**config.mk**
```make
export PLATFORM = sky130hd
export DESIGN_NAME = reboot_sequencer_flat
export DESIGN_NICKNAME = d
export VERILOG_FILES = /design/src/rtl/reboot_pkg.sv /design/src/rtl/reboot_sequencer_if.sv /design/src/rtl/btn_debounce.sv /design/src/rtl/reboot_sequencer.sv /design/src/flat_wrapper.sv
export SDC_FILE = /design/constraint.sdc
export NUM_CORES = 1
export LEC_CHECK = 0
export ABC_AREA = 1
export BUFFER_PORTS_ARGS = -buffer_cell sky130_fd_sc_hd__buf_2
export CORE_ASPECT_RATIO = 1.1
export CORE_MARGIN = 2
export CORE_UTILIZATION = 40
export DETAILED_ROUTE_END_ITERATION = 10
export HOLD_SLACK_MARGIN = 0.08
export REMOVE_ABC_BUFFERS = 1
export SETUP_SLACK_MARGIN = 0.3
export SYNTH_ARGS = -nofsm -noshare
export SYNTH_HDL_FRONTEND = slang
export SYNTH_SLANG_ARGS = --single-unit
```
**constraint.sdc**
```tcl
create_clock -name clk -period 3.24 [get_ports clk]
set_clock_uncertainty 0.2 [all_clocks]
set_input_delay 0.162 -clock clk [delete_from_list [all_inputs] [get_ports clk]]
set_output_delay 0.162 -clock clk [all_outputs]
set_load 0.005 [all_outputs]
```
**src/rtl/reboot_pkg.sv**
```systemverilog
// Shared types and constants for the reboot sequencer: FSM states, request
// cause encodings and the 32-bit counter width.
package reboot_pkg;

  localparam int CNT_W = 32;

  typedef logic [CNT_W-1:0] cnt_t;

  typedef enum logic [1:0] {
    IDLE  = 2'd0,
    HOLD  = 2'd1,
    GRACE = 2'd2,
    FIRE  = 2'd3
  } state_t;

  typedef enum logic [1:0] {
    CAUSE_NONE = 2'd0,
    CAUSE_BTN  = 2'd1,
    CAUSE_SW   = 2'd2,
    CAUSE_WDT  = 2'd3
  } cause_t;

  // Terminal value of a counter that must run for `cycles` cycles (cycles >= 1).
  function automatic cnt_t last_count(input int unsigned cycles);
    return cnt_t'(cycles - 1);
  endfunction

endpackage

```
**src/rtl/reboot_sequencer_if.sv**
```systemverilog
// Request/status bundle between the board glue (master) and the reboot
// sequencer (slave).
interface reboot_sequencer_if;
  import reboot_pkg::*;

  logic   btn_n;
  logic   sw_req;
  logic   cancel;
  logic   wdt_kick;
  logic   do_reset;
  logic   pending;
  cause_t cause;
  logic   btn_level;

  modport master (
    output btn_n, sw_req, cancel, wdt_kick,
    input  do_reset, pending, cause, btn_level
  );

  modport slave (
    input  btn_n, sw_req, cancel, wdt_kick,
    output do_reset, pending, cause, btn_level
  );

endinterface

```
**src/rtl/btn_debounce.sv**
```systemverilog
// Two-flop synchronizer plus debounce counter for the active-low user button;
// btn_level (1 = pressed) follows only a level that held for DEBOUNCE_CYCLES.
module btn_debounce
  import reboot_pkg::*;
#(
  parameter int unsigned DEBOUNCE_CYCLES = 48000
) (
  input  logic clk,
  input  logic nreset,
  input  logic btn_n,
  output logic btn_level
);

  localparam cnt_t DB_LAST = last_count(DEBOUNCE_CYCLES);

  logic sync_p0;
  logic sync_p1;
  logic pressed;
  cnt_t db_cnt;

  assign pressed = ~sync_p1;

  always_ff @(posedge clk) begin
    if (!nreset) begin
      sync_p0   <= 1'b1;
      sync_p1   <= 1'b1;
      db_cnt    <= '0;
      btn_level <= 1'b0;
    end else begin
      sync_p0 <= btn_n;
      sync_p1 <= sync_p0;
      // Any sample that agrees with the current level restarts the count.
      if (pressed == btn_level) begin
        db_cnt <= '0;
      end else if (db_cnt == DB_LAST) begin
        btn_level <= pressed;
        db_cnt    <= '0;
      end else begin
        db_cnt <= db_cnt + cnt_t'(1);
      end
    end
  end

endmodule

```
**src/rtl/reboot_sequencer.sv**
```systemverilog
// Arbitrates button / software / watchdog reboot requests and sequences one
// reboot through HOLD and GRACE into a sticky FIRE. Watchdog built only with REBOOT_WATCHDOG_EN.
module reboot_sequencer
  import reboot_pkg::*;
#(
  parameter int unsigned DEBOUNCE_CYCLES = 48000,
  parameter int unsigned HOLD_CYCLES     = 96000000,
  parameter int unsigned GRACE_CYCLES    = 4800000,
  parameter int unsigned WDT_CYCLES      = 480000000
) (
  input  logic                clk,
  input  logic                nreset,
  reboot_sequencer_if.slave   bus
);

  localparam cnt_t HOLD_LAST  = last_count(HOLD_CYCLES);
  localparam cnt_t GRACE_LAST = last_count(GRACE_CYCLES);

  state_t state;
  state_t state_nx;
  cnt_t   cnt;
  cnt_t   cnt_nx;
  cause_t cause_q;
  cause_t cause_nx;
  logic   pending_q;
  logic   do_reset_q;
  logic   btn_level;
  logic   btn_prev;
  logic   btn_rise;
  logic   wdt_expire;

  btn_debounce #(
    .DEBOUNCE_CYCLES (DEBOUNCE_CYCLES)
  ) u_btn_debounce (
    .clk       (clk),
    .nreset    (nreset),
    .btn_n     (bus.btn_n),
    .btn_level (btn_level)
  );

  assign btn_rise = btn_level & ~btn_prev;

`ifdef REBOOT_WATCHDOG_EN
  localparam cnt_t WDT_LAST = last_count(WDT_CYCLES);

  logic wdt_armed;
  logic wdt_expired;
  cnt_t wdt_cnt;

  // A kick on the terminal cycle wins; after expiry the count parks until the next kick.
  assign wdt_expire = wdt_armed && !wdt_expired && !bus.wdt_kick && (wdt_cnt == WDT_LAST);

  always_ff @(posedge clk) begin
    if (!nreset) begin
      wdt_armed   <= 1'b0;
      wdt_expired <= 1'b0;
      wdt_cnt     <= '0;
    end else if (bus.wdt_kick) begin
      wdt_armed   <= 1'b1;
      wdt_expired <= 1'b0;
      wdt_cnt     <= '0;
    end else if (wdt_armed) begin
      if (wdt_expire) begin
        wdt_expired <= 1'b1;
      end else if (wdt_cnt != WDT_LAST) begin
        wdt_cnt <= wdt_cnt + cnt_t'(1);
      end
    end
  end
`else
  localparam int unsigned WDT_CYCLES_UNUSED = WDT_CYCLES;
  logic wdt_kick_unused;

  assign wdt_kick_unused = bus.wdt_kick;
  assign wdt_expire      = 1'b0;
`endif

  always_comb begin
    state_nx = state;
    cnt_nx   = cnt + cnt_t'(1);
    cause_nx = cause_q;
    unique case (state)
      IDLE: begin
        cnt_nx = '0;
        if (wdt_expire) begin
          state_nx = GRACE;
          cause_nx = CAUSE_WDT;
        end else if (bus.sw_req) begin
          state_nx = GRACE;
          cause_nx = CAUSE_SW;
        end else if (btn_rise) begin
          state_nx = HOLD;
        end
      end
      HOLD: begin
        if (wdt_expire) begin
          state_nx = GRACE;
          cause_nx = CAUSE_WDT;
          cnt_nx   = '0;
        end else if (bus.sw_req) begin
          state_nx = GRACE;
          cause_nx = CAUSE_SW;
          cnt_nx   = '0;
        end else if (!btn_level) begin
          state_nx = IDLE;
          cnt_nx   = '0;
        end else if (cnt == HOLD_LAST) begin
          state_nx = GRACE;
          cause_nx = CAUSE_BTN;
          cnt_nx   = '0;
        end
      end
      GRACE: begin
        // New requests are ignored here; only cancel or the grace timeout act.
        if (bus.cancel && (cause_q != CAUSE_WDT)) begin
          state_nx = IDLE;
          cause_nx = CAUSE_NONE;
          cnt_nx   = '0;
        end else if (cnt == GRACE_LAST) begin
          state_nx = FIRE;
          cnt_nx   = '0;
        end
      end
      FIRE: begin
        cnt_nx = cnt;
      end
      default: begin
        state_nx = IDLE;
        cnt_nx   = '0;
        cause_nx = CAUSE_NONE;
      end
    endcase
  end

  always_ff @(posedge clk) begin
    if (!nreset) begin
      state      <= IDLE;
      cnt        <= '0;
      cause_q    <= CAUSE_NONE;
      pending_q  <= 1'b0;
      do_reset_q <= 1'b0;
      btn_prev   <= 1'b0;
    end else begin
      state      <= state_nx;
      cnt        <= cnt_nx;
      cause_q    <= cause_nx;
      pending_q  <= (state_nx == GRACE);
      do_reset_q <= (state_nx == FIRE);
      btn_prev   <= btn_level;
    end
  end

  assign bus.do_reset  = do_reset_q;
  assign bus.pending   = pending_q;
  assign bus.cause     = cause_q;
  assign bus.btn_level = btn_level;

  a_fire_not_pending : assert property (@(posedge clk) disable iff (!nreset)
    !(do_reset_q && pending_q));

`ifndef REBOOT_WATCHDOG_EN
  a_no_wdt_cause : assert property (@(posedge clk) disable iff (!nreset)
    cause_q != CAUSE_WDT);
`endif

endmodule

```
**src/flat_wrapper.sv**
```systemverilog
// flat-port wrapper written by rule: the top's interface ports become plain ports
module reboot_sequencer_flat import reboot_pkg::*;
#(
  parameter int unsigned DEBOUNCE_CYCLES = 48000,
  parameter int unsigned HOLD_CYCLES     = 96000000,
  parameter int unsigned GRACE_CYCLES    = 4800000,
  parameter int unsigned WDT_CYCLES      = 480000000
)
  (clk, nreset, bus_btn_n, bus_sw_req, bus_cancel, bus_wdt_kick, bus_do_reset, bus_pending, bus_cause, bus_btn_level);
  reboot_sequencer_if bus_i ();
  input  logic clk;
  input  logic nreset;
  input wire logic [$bits(bus_i.btn_n)-1:0] bus_btn_n;
  input wire logic [$bits(bus_i.sw_req)-1:0] bus_sw_req;
  input wire logic [$bits(bus_i.cancel)-1:0] bus_cancel;
  input wire logic [$bits(bus_i.wdt_kick)-1:0] bus_wdt_kick;
  output wire logic [$bits(bus_i.do_reset)-1:0] bus_do_reset;
  output wire logic [$bits(bus_i.pending)-1:0] bus_pending;
  output wire logic [$bits(bus_i.cause)-1:0] bus_cause;
  output wire logic [$bits(bus_i.btn_level)-1:0] bus_btn_level;
  assign bus_i.btn_n = bus_btn_n;
  assign bus_i.sw_req = bus_sw_req;
  assign bus_i.cancel = bus_cancel;
  assign bus_i.wdt_kick = bus_wdt_kick;
  assign bus_do_reset = bus_i.do_reset;
  assign bus_pending = bus_i.pending;
  assign bus_cause = bus_i.cause;
  assign bus_btn_level = bus_i.btn_level;
  reboot_sequencer #(.DEBOUNCE_CYCLES(DEBOUNCE_CYCLES), .HOLD_CYCLES(HOLD_CYCLES), .GRACE_CYCLES(GRACE_CYCLES), .WDT_CYCLES(WDT_CYCLES)) u_core (.clk(clk), .nreset(nreset), .bus(bus_i));
endmodule
```
==> results of run 1 <==
[what timing repair did]
action	CTS	global route
hold buffers	3	0
setup buffers	0	0
hold endpoints to repair	5	0
[worst max-delay path, cell delays in order, from the launching register on]
cell and delay [ns]:
dfxtp_1 0.39, ha_1 0.21, nand2_1 0.11, nor2_4 0.17
nand2_1 0.13, inv_1 0.07, nand4_1 0.17, nand2_2 0.33
inv_2 0.21, nand3_1 0.13, inv_1 0.04
[final cells by class]
| class | instances | area share |
|---|---|---|
| clock buffer | 10 | 0.0470 |
| multi-input combinational | 542 | 0.517 |
| tap | 147 | 0.0362 |
| sequential | 74 | 0.292 |
| clock inverter | 6 | 0.0187 |
| timing repair buffer | 14 | 0.0177 |
| inverter | 97 | 0.0717 |
[cell usage after synthesis (2+ instances only)]
cell type,n
a21oi_1,31
buf_2,2
clkbuf_1,6
dfxtp_1,74
ha_1,7
inv_1,96
nand2_1,209
nand2_2,5
nand2_4,3
nand3_1,49
nand3_2,2
nand3b_1,12
nand4_1,17
nor2_1,117
nor2_2,15
nor2_4,4
nor3_1,14
nor3b_1,3
o21ai_0,14
o22ai_1,2
or2_2,4
xnor2_1,5
xor2_1,23
[layer usage]
layer,routed length (um),track usage
met5,0,0
met4,297,0.0658
met3,265,0.0377
met2,5410,0.347
met1,4750,0.204
[logic make-up (layout without fill, tap and decap cells)]
kind of cell             after synthesis  in the layout  share of synthesized area
AO/OA/AOI/OAI                         51             51                     0.0593
XOR/XNOR                              28             28                     0.0541
adder cells (fa/ha/maj)                7              7                     0.0193
buffers and inverters                107            127                     0.0936
flip-flops                            74             74                      0.327
AND/OR/NAND/NOR                      456            456                      0.447
[registers in the layout, indices dropped and copies added, names as in the netlist, named ones only]
| name | count |
|---|---|
| u_core.cnt | 32 |
| u_core.state | 1 |
| u_core.u_btn_debounce.sync_p1 | 1 |
| u_core.bus.do_reset | 1 |
| u_core.btn_prev | 1 |
| u_core.u_btn_debounce.btn_level | 1 |
| u_core.u_btn_debounce.db_cnt | 32 |
| u_core.bus.pending | 1 |
| u_core.u_btn_debounce.sync_p0 | 1 |
| u_core.bus.cause | 2 |
[per-stage QoR]
stage | hold slack [ns] | power [uW] | setup slack [ns] | cells | utilization
final | 0.225 | 2100 | 0.956 | 890 | 0.461
after global routing | 0.266 | 2160 | 0.671 | 890 | 0.461
after CTS | 0.229 | 2120 | 0.898 | 890 | 0.461
after detailed placement | 0.158 | 997 | 0.904 | 871 | 0.428
after global placement | 0.153 | 996 | 0.964 | 871 | 0.428
after floorplan | 0.0596 | 975 | 1.27 | 713 | -
[report_power, final]
group	leakage, uW	total (uW)	switching, uW	internal [uW]
clock network	0.000164	1120	414	705
logic	0.00119	60.1	41.2	18.9
registers	0.000597	919	3.91	915
[final timing paths]
| kind | startpoint | endpoint | cells after the start |
|---|---|---|---|
| worst min register to register | u_core.u_btn_debounce.sync_p0 | u_core.u_btn_debounce.sync_p1 | 1 |
| worst max register to register | u_core.u_btn_debounce.db_cnt[0] | u_core.u_btn_debounce.db_cnt[22] | 10 |
| worst min-delay path | u_core.u_btn_debounce.sync_p0 | u_core.u_btn_debounce.sync_p1 | 1 |
| worst max-delay path | u_core.u_btn_debounce.db_cnt[0] | u_core.u_btn_debounce.db_cnt[22] | 10 |
==> flow_metrics.env, run 1 <==
export IMPL_period_needed_ns=2.28
export IMPL_rsz0062_at_grt="false"
export IMPL_synth_edf_count=0
export IMPL_ir_drop_mv=0.206
export IMPL_clk_insertion_delay_late_ns=0.34
export IMPL_post_dp_hpwl_mm=8.08
export IMPL_tritoncts="built"
export IMPL_routedWlPerCell_um=12.0
export IMPL_nNetsFinal=751
export IMPL_setup_tns_ns=0
export IMPL_syn_avg_cell_area_sq_um=6.27
export IMPL_cap_violations=0
export IMPL_p_leak_uw=0.00195
export IMPL_initial_utilization=0.412
export IMPL_clk_pin_slew_worst_paths_ns=0.07
export IMPL_area_growth_pct=12.1
export IMPL_clockBufferDepth=2
export IMPL_grt_pass1_vias=4099
export IMPL_htreeDepth=3
export IMPL_drtPass1Iterations=5
export IMPL_layout_drive_gt1_share=0.0834
export IMPL_fmax_mhz=438
export IMPL_period_share=0.705
export IMPL_fillerInstances=1210
export IMPL_p_per_area_nw_per_um2=413
export IMPL_hp_class="flop to flop"
export IMPL_cp_end_kind="flop"
export IMPL_die_area_sq_um=12200
export IMPL_synth_ff_type="dfxtp_1"
export IMPL_final_common_cell="nand2_1"
export IMPL_ys_top_cells_by_area="dfxtp_1, nand2_1, nor2_1, inv_1, nand3_1"
export IMPL_place_area_sq_um=4720
export IMPL_core_area_sq_um=11000
export IMPL_cts_sinks=74
export IMPL_status="finished clean"
export IMPL_chipWidth_um=106
export IMPL_portBuffers=9
export IMPL_insertedDiodeCount=0
export IMPL_relSlewSlack=0.455
export IMPL_die_h_um=116
export IMPL_worstMarginPinSlew_ns=0.817
export IMPL_yosysTopAreaCell="dfxtp_1"
export IMPL_syn_area_sq_um=4530
export IMPL_grt_max_degree=25
export IMPL_vias=4308
export IMPL_grt_pass1_wl_mm=18.2
export IMPL_synth_top_cell_area_share=0.327
export IMPL_ios=11
export IMPL_ys_ff_latch=74
export IMPL_drc_errors=0
export IMPL_multiInputGateArea_sq_um=2630
export IMPL_syn_inst=723
export IMPL_layout_common_cells="nand2_1, nor2_1, inv_1, dfxtp_1, nand3_1"
export IMPL_antenna_found_initial=0
export IMPL_async_flop_share=0
export IMPL_cts_buffers=9
export IMPL_crit_type="flop to flop"
export IMPL_yosysWarnings=0
export IMPL_grt_use_total=0.183
export IMPL_maxSlewViolCount=0
export IMPL_num_rows=40
export IMPL_cp_required_ns=3.27
export IMPL_gp_congestion=0.913
export IMPL_vias_per_cell=4.84
export IMPL_routed_wl_mm=10.7
export IMPL_final_area_sq_um=5080
export IMPL_r2r_setup_slack_ns=0.96
export IMPL_cts_root_buffer_cell="clkbuf_16"
export IMPL_grt_ovfl_total=0
export IMPL_ys_seq_area_frac=0.327
export IMPL_cts_resized=0
export IMPL_crit_path_start_kind="flop"
export IMPL_hold_viol=0
export IMPL_drt_iter0_drc=213
export IMPL_synth_distinct_cells=32
export IMPL_setup_viol=0
export IMPL_ant_nets=0
export IMPL_crit_path_max_fanout=17
export IMPL_arrival_ns=2.32
export IMPL_regArea_sq_um=1480
(Power assumes the default switching activity.)
==> run 2: changes to the inputs <==
==> constraint.sdc (replaced) <==
create_clock -name clk -period 2.1 [get_ports clk]
set_clock_uncertainty 0.2 [all_clocks]
set_input_delay 0.105 -clock clk [delete_from_list [all_inputs] [get_ports clk]]
set_output_delay 0.105 -clock clk [all_outputs]
set_load 0.005 [all_outputs]
==> flow_metrics.env, run 2 (synthesis results as in run 1) <==
export IMPL_grt_pass1_wl_mm=19.5
export IMPL_crit_path_max_fanout=7
export IMPL_period_share=0.849
export IMPL_final_area_sq_um=5780
export IMPL_routedWlPerCell_um=12.8
export IMPL_tritoncts="built"
export IMPL_status="finished clean"
export IMPL_grt_ovfl_total=0
export IMPL_chipWidth_um=106
export IMPL_setup_tns_ns=0
export IMPL_fmax_mhz=561
export IMPL_cts_root_buffer_cell="clkbuf_16"
export IMPL_layout_drive_gt1_share=0.250
export IMPL_critical_path_max_stage_delay_ns=0.36
export IMPL_htreeDepth=3
export IMPL_layout_common_cells="nand2_1, inv_1, nor2_1, nand3_1, dfxtp_1"
export IMPL_r2r_setup_slack_ns=0.32
export IMPL_die_h_um=116
export IMPL_area_growth_pct=27.4
export IMPL_place_area_sq_um=4810
export IMPL_relSlewSlack=0.507
export IMPL_ant_nets=0
export IMPL_p_per_area_nw_per_um2=602
export IMPL_ios=11
export IMPL_final_common_cell="nand2_1"
export IMPL_grt_pass1_vias=4439
export IMPL_worstMarginPinSlew_ns=0.738
export IMPL_clk_insertion_delay_late_ns=0.34
export IMPL_crit_type="flop to flop"
export IMPL_p_leak_uw=0.00221
export IMPL_insertedDiodeCount=0
export IMPL_routed_wl_mm=11.8
export IMPL_nNetsFinal=784
export IMPL_die_area_sq_um=12200
export IMPL_period_needed_ns=1.78
export IMPL_rsz0062_at_grt="true"
export IMPL_vias=4596
export IMPL_ir_drop_mv=0.371
export IMPL_post_dp_hpwl_mm=8.35
export IMPL_crit_path_start_kind="flop"
export IMPL_grt_max_degree=25
export IMPL_maxSlewViolCount=0
export IMPL_cp_top_family="simple AND/OR/NAND/NOR gates"
export IMPL_clk_pin_slew_worst_paths_ns=0.06
export IMPL_setup_viol=0
export IMPL_path_cells="ha_4 > inv_2 > nor2_4 > nand2_4 > nor2_4 > nand3_2 > nand2_2 > nand2_4 > buf_12 > nand3b_1 > a21oi_1"
export IMPL_report_power_total_uw=3480
export IMPL_crit_slowest_cell="dfxtp_2"
export IMPL_gp_congestion=0.931
export IMPL_antenna_found_initial=0
export IMPL_cap_violations=0
export IMPL_core_area_sq_um=11000
export IMPL_cts_sinks=74
export IMPL_hold_viol=0
export IMPL_portBuffers=9
export IMPL_vias_per_cell=4.98
export IMPL_drc_errors=0
export IMPL_clockBufferDepth=2
export IMPL_placed_cells=883
export IMPL_initial_utilization=0.412
export IMPL_cp_required_ns=2.09
export IMPL_instances_no_fill=923
export IMPL_cts_buffers=9
export IMPL_hp_class="flop to flop"
export IMPL_num_rows=40
export IMPL_cp_end_kind="flop"
export IMPL_critPathBufInv=2
export IMPL_utilization=0.525
export IMPL_drt_iter0_drc=196
export IMPL_arrival_ns=1.77
export IMPL_drtPass1Iterations=5
export IMPL_grt_use_total=0.197
run 2: final timing paths:
kind	start	to	cells past startpoint
max	u_core.cnt[0]	u_core.cnt[28]	11
min	u_core.u_btn_debounce.sync_p0	u_core.u_btn_debounce.sync_p1	1
max reg2reg	u_core.cnt[0]	u_core.cnt[28]	11
min reg2reg	u_core.u_btn_debounce.sync_p0	u_core.u_btn_debounce.sync_p1	1
run 2: power breakdown:
group          internal (uW)  leakage, uW  switching [uW]
Sequential              1410     0.000612            6.59
Combinational           49.7      0.00141            80.4
Clock                   1320     0.000179             615
Total                   2780      0.00221             702
run 2: worst register-to-register path, stage by stage (launching register included):
cell and delay [ns]:
dfxtp_2 0.36, ha_4 0.15, inv_2 0.04, nor2_4 0.11, nand2_4 0.09, nor2_4 0.13
nand3_2 0.09, nand2_2 0.09, nand2_4 0.09, buf_12 0.14, nand3b_1 0.09, a21oi_1 0.07
run 2: what timing repair did:
item	in CTS	in global routing
gates resized for setup	46	90
hold endpoints to repair	20	0
cloned	1	2
pin swaps	15	13
hold buffers	3	0
setup buffers	13	5
endpoints found under the setup margin	67	70
run 2: cell type report:
type	count	area, sq um
Clock inverter	6	136
Inverter	97	369
Tap cell	147	184
Sequential cell	74	1520
Timing Repair Buffer	46	373
Fill cell	1096	5230
Clock buffer	10	239
Multi-Input combinational cell	543	2950
run 2: through the flow:
step                      worst slack [ns]  hold WS, ns
after floorplan                      0.135      0.00263
after global placement               0.108       0.0970
after detailed placement            0.0703       0.0968
after CTS                            0.249        0.230
after global routing                 0.186        0.241
final                                0.316        0.227
run 2: per-layer routing:
metal,track usage,wire length [um],up-vias
met4,0.110,461,0
met3,0.0377,392,38
met2,0.354,5990,95
li1,-,-,2368
met1,0.220,4980,2095
met5,0,0,-
==> run 3: changes to the inputs <==
--- a/config.mk
+++ b/config.mk
@@ -5,7 +5,7 @@
 export SDC_FILE = /design/constraint.sdc
 export NUM_CORES = 1
 export LEC_CHECK = 0
-export ABC_AREA = 1
+export ABC_AREA = 0
 export BUFFER_PORTS_ARGS = -buffer_cell sky130_fd_sc_hd__buf_2
 export CORE_ASPECT_RATIO = 1.1
 export CORE_MARGIN = 2
==> constraint.sdc (replaced) <==
create_clock -name clk -period 1.8 [get_ports clk]
set_clock_uncertainty 0.2 [all_clocks]
set_input_delay 0.09 -clock clk [delete_from_list [all_inputs] [get_ports clk]]
set_output_delay 0.09 -clock clk [all_outputs]
set_load 0.005 [all_outputs]
==> flow_metrics.env, run 3 <==
export IMPL_grt_pass1_vias=3342
export IMPL_synth_edf_count=0
export IMPL_instances_no_fill=672
export IMPL_placed_cells=639
export IMPL_hold_viol=0
export IMPL_syn_area_sq_um=3630
export IMPL_muxShareOfSynthArea=0.00276
export IMPL_grt_max_degree=16
export IMPL_gp_congestion=0.786
export IMPL_period_needed_ns=2.50
export IMPL_routedWlPerCell_um=13.8
export IMPL_synthXorXnorAreaFrac=0.133
export IMPL_clkPwrFrac=0.438
export IMPL_cts_sinks=74
export IMPL_startpoint="u_core.cnt[9]"
export IMPL_p_per_area_nw_per_um2=598
export IMPL_hp_class="primary input to flop"
export IMPL_hp_start="nreset"
export IMPL_rsz0062_at_grt="true"
export IMPL_period_share=1.39
export IMPL_async_flop_share=0
export IMPL_grt_pass1_wl_mm=15.6
export IMPL_drc_errors=0
export IMPL_drt_iter0_drc=104
export IMPL_synth_ff_type="dfxtp_1"
export IMPL_worstHoldEndpoint="u_core.cnt[6]"
export IMPL_cp_end_kind="flop"
export IMPL_swShare=0.220
export IMPL_finalWorstSetupSlack_ns=-0.696
export IMPL_cp_required_ns=1.85
export IMPL_worstMarginPinSlew_ns=0.449
export IMPL_clk_pin_slew_worst_paths_ns=0.08
export IMPL_crit_type="flop to flop"
export IMPL_ant_nets=0
export IMPL_min_path_cells=5
export IMPL_setup_viol=71
export IMPL_synthMostInstantiatedCell="dfxtp_1"
export IMPL_drtPass1Iterations=4
export IMPL_maxSlewViolCount=0
export IMPL_r2r_start="u_core.cnt[9]"
export IMPL_power_share_combinational=0.049
export IMPL_chipWidth_um=94.8
export IMPL_tritoncts="built"
export IMPL_p_int_uw=2510
export IMPL_clk_insertion_delay_late_ns=0.37
export IMPL_layout_common_cells="buf_4, dfxtp_1, nor2_1, xor2_1, nand2_1"
export IMPL_r2r_end="u_core.cnt[13]"
export IMPL_grt_use_total=0.202
export IMPL_rr_worst_depth=7
export IMPL_post_dp_hpwl_mm=5.98
export IMPL_ios=11
export IMPL_cts_root_buffer_cell="clkbuf_8"
export IMPL_htreeDepth=3
export IMPL_insertedDiodeCount=0
export IMPL_synth_common_cells="dfxtp_1, nor2_1, xor2_1"
export IMPL_crit_path_max_fanout=15
export IMPL_clockBufferDepth=2
export IMPL_p_switching_uw=707
export IMPL_r2r_setup_slack_ns=-0.70
export IMPL_yosysTopAreaCell="dfxtp_1"
export IMPL_die_h_um=104
export IMPL_synth_distinct_cells=53
export IMPL_report_power_total_uw=3210
export IMPL_synth_simple_area_share=0.330
export IMPL_crit_path_start_kind="flop"
export IMPL_ys_seq_area_frac=0.409
export IMPL_cts_buffers=9
export IMPL_grt_ovfl_total=0
export IMPL_ir_drop_mv=0.342
export IMPL_routed_wl_mm=9.30
export IMPL_pre_cts_ws_ns=-0.662
export IMPL_p_seq_frac=0.513
export IMPL_final_common_cell="buf_4"
export IMPL_ys_ff_latch=74
export IMPL_portBuffers=9
export IMPL_violations="setup timing"
export IMPL_nNetsFinal=566
export IMPL_syn_inst=423
export IMPL_relSlewSlack=0.701
export IMPL_synth_top_family_by_area="simple AND/OR/NAND/NOR gates"
export IMPL_vias=3502
export IMPL_vias_per_cell=5.21
export IMPL_arrival_ns=2.55
export IMPL_status="finished with violations"
export IMPL_p_leak_uw=0.00203
export IMPL_die_area_sq_um=9840
export IMPL_num_rows=36
export IMPL_antenna_found_initial=0
export IMPL_area_growth_pct=48.1
export IMPL_cap_violations=0
export IMPL_yosysWarnings=0
export IMPL_core_area_sq_um=8830
export IMPL_layout_drive_gt1_share=0.357
export IMPL_synth_compound_area_frac=0.0732
export IMPL_initial_utilization=0.411
export IMPL_synth_top_cell_area_share=0.409
export IMPL_syn_avg_cell_area_sq_um=8.57
export IMPL_fmax_mhz=401
export IMPL_synth_adder_area_share=0.0242
export IMPL_ys_top_cells_by_area="dfxtp_1, xor2_1, nor2_1, xnor2_1, nand4_1"
[run 3: changes by cell type in the layout (fill, tap and decap cells not counted), moves of 17 or more]
| cell | change |
|---|---|
| a21oi_1 | -19 |
| buf_4 | +76 |
| dfxtp_1 | +24 |
| dfxtp_2 | -21 |
| inv_1 | -78 |
| nand2_1 | -165 |
| nand3_1 | -17 |
| nor2_1 | -46 |
| nor2_2 | -32 |
[run 3: logic make-up after synthesis]
group	count (synthesis)
muxes	1
buffers and inverters	24
xor gates and xnor gates	55
AOI/OAI and AO/OA	36
and+or+nand+nor	226
DFF	74
adders and majority gates	7
[run 3: timing repair]
item | CTS | global route
pin swaps | 38 | 6
hold buffers | 4 | 0
gates cloned | 4 | 0
resized for setup | 60 | 34
hold endpoints to repair | 10 | 0
setup buffers | 8 | 1
setup endpoints to repair | 71 | 72
[run 3: stage by stage]
stage                     area (sq um)  TNS, ns   util  hold WS (ns)
final                             5370   -31.85  0.608         0.162
after global routing              5370   -38.06  0.608         0.171
after CTS                         5250   -29.72  0.594         0.105
after detailed placement          4570   -37.05  0.518        0.0900
after global placement            4570   -35.12  0.518        0.0783
after floorplan                   3570   -49.85      -       -0.0370
[run 3: worst max path at each step]
stage	to	slack, ns
global route	u_core.cnt[13]	-0.73
floorplan	u_core.cnt[10]	-1.24
CTS	u_core.cnt[13]	-0.66
detailed placement	u_core.cnt[2]	-0.66
global placement	u_core.cnt[20]	-0.58
finish	u_core.cnt[13]	-0.70
[run 3: routing by layer]
layer | part of all wire | wire length (um) | global-route usage
met1 | 0.46 | 4240 | 0.267
met3 | 0.039 | 362 | 0.0435
met2 | 0.48 | 4430 | 0.307
met4 | 0.029 | 274 | 0.101
met5 | 0 | 0 | 0
[run 3: power by group through the flow]
stage                     Combinational (uW)  Clock, uW  Sequential [uW]
after floorplan                         45.6          0             1690
after global placement                  99.7          0             1690
after detailed placement                 101          0             1690
after CTS                                149       1440             1650
after global routing                     170       1520             1650
final                                    158       1410             1650
[run 3: layout make-up]
cell class,count,area (sq um)
Fill cell,779,3460
Inverter,12,45.0
Timing Repair Buffer,131,1120
Clock inverter,5,78.8
Multi-Input combinational cell,325,2360
Clock buffer,11,131
Tap cell,114,143
Sequential cell,74,1490
[run 3: critical path, stage by stage, from the launching register on]
cell and delay [ns]:
dfxtp_2 0.32, or4b_4 0.52, or4_4 0.55, o2bb2ai_4 0.15
a221oi_4 0.26, buf_6 0.17, buf_12 0.14, nor2_1 0.06
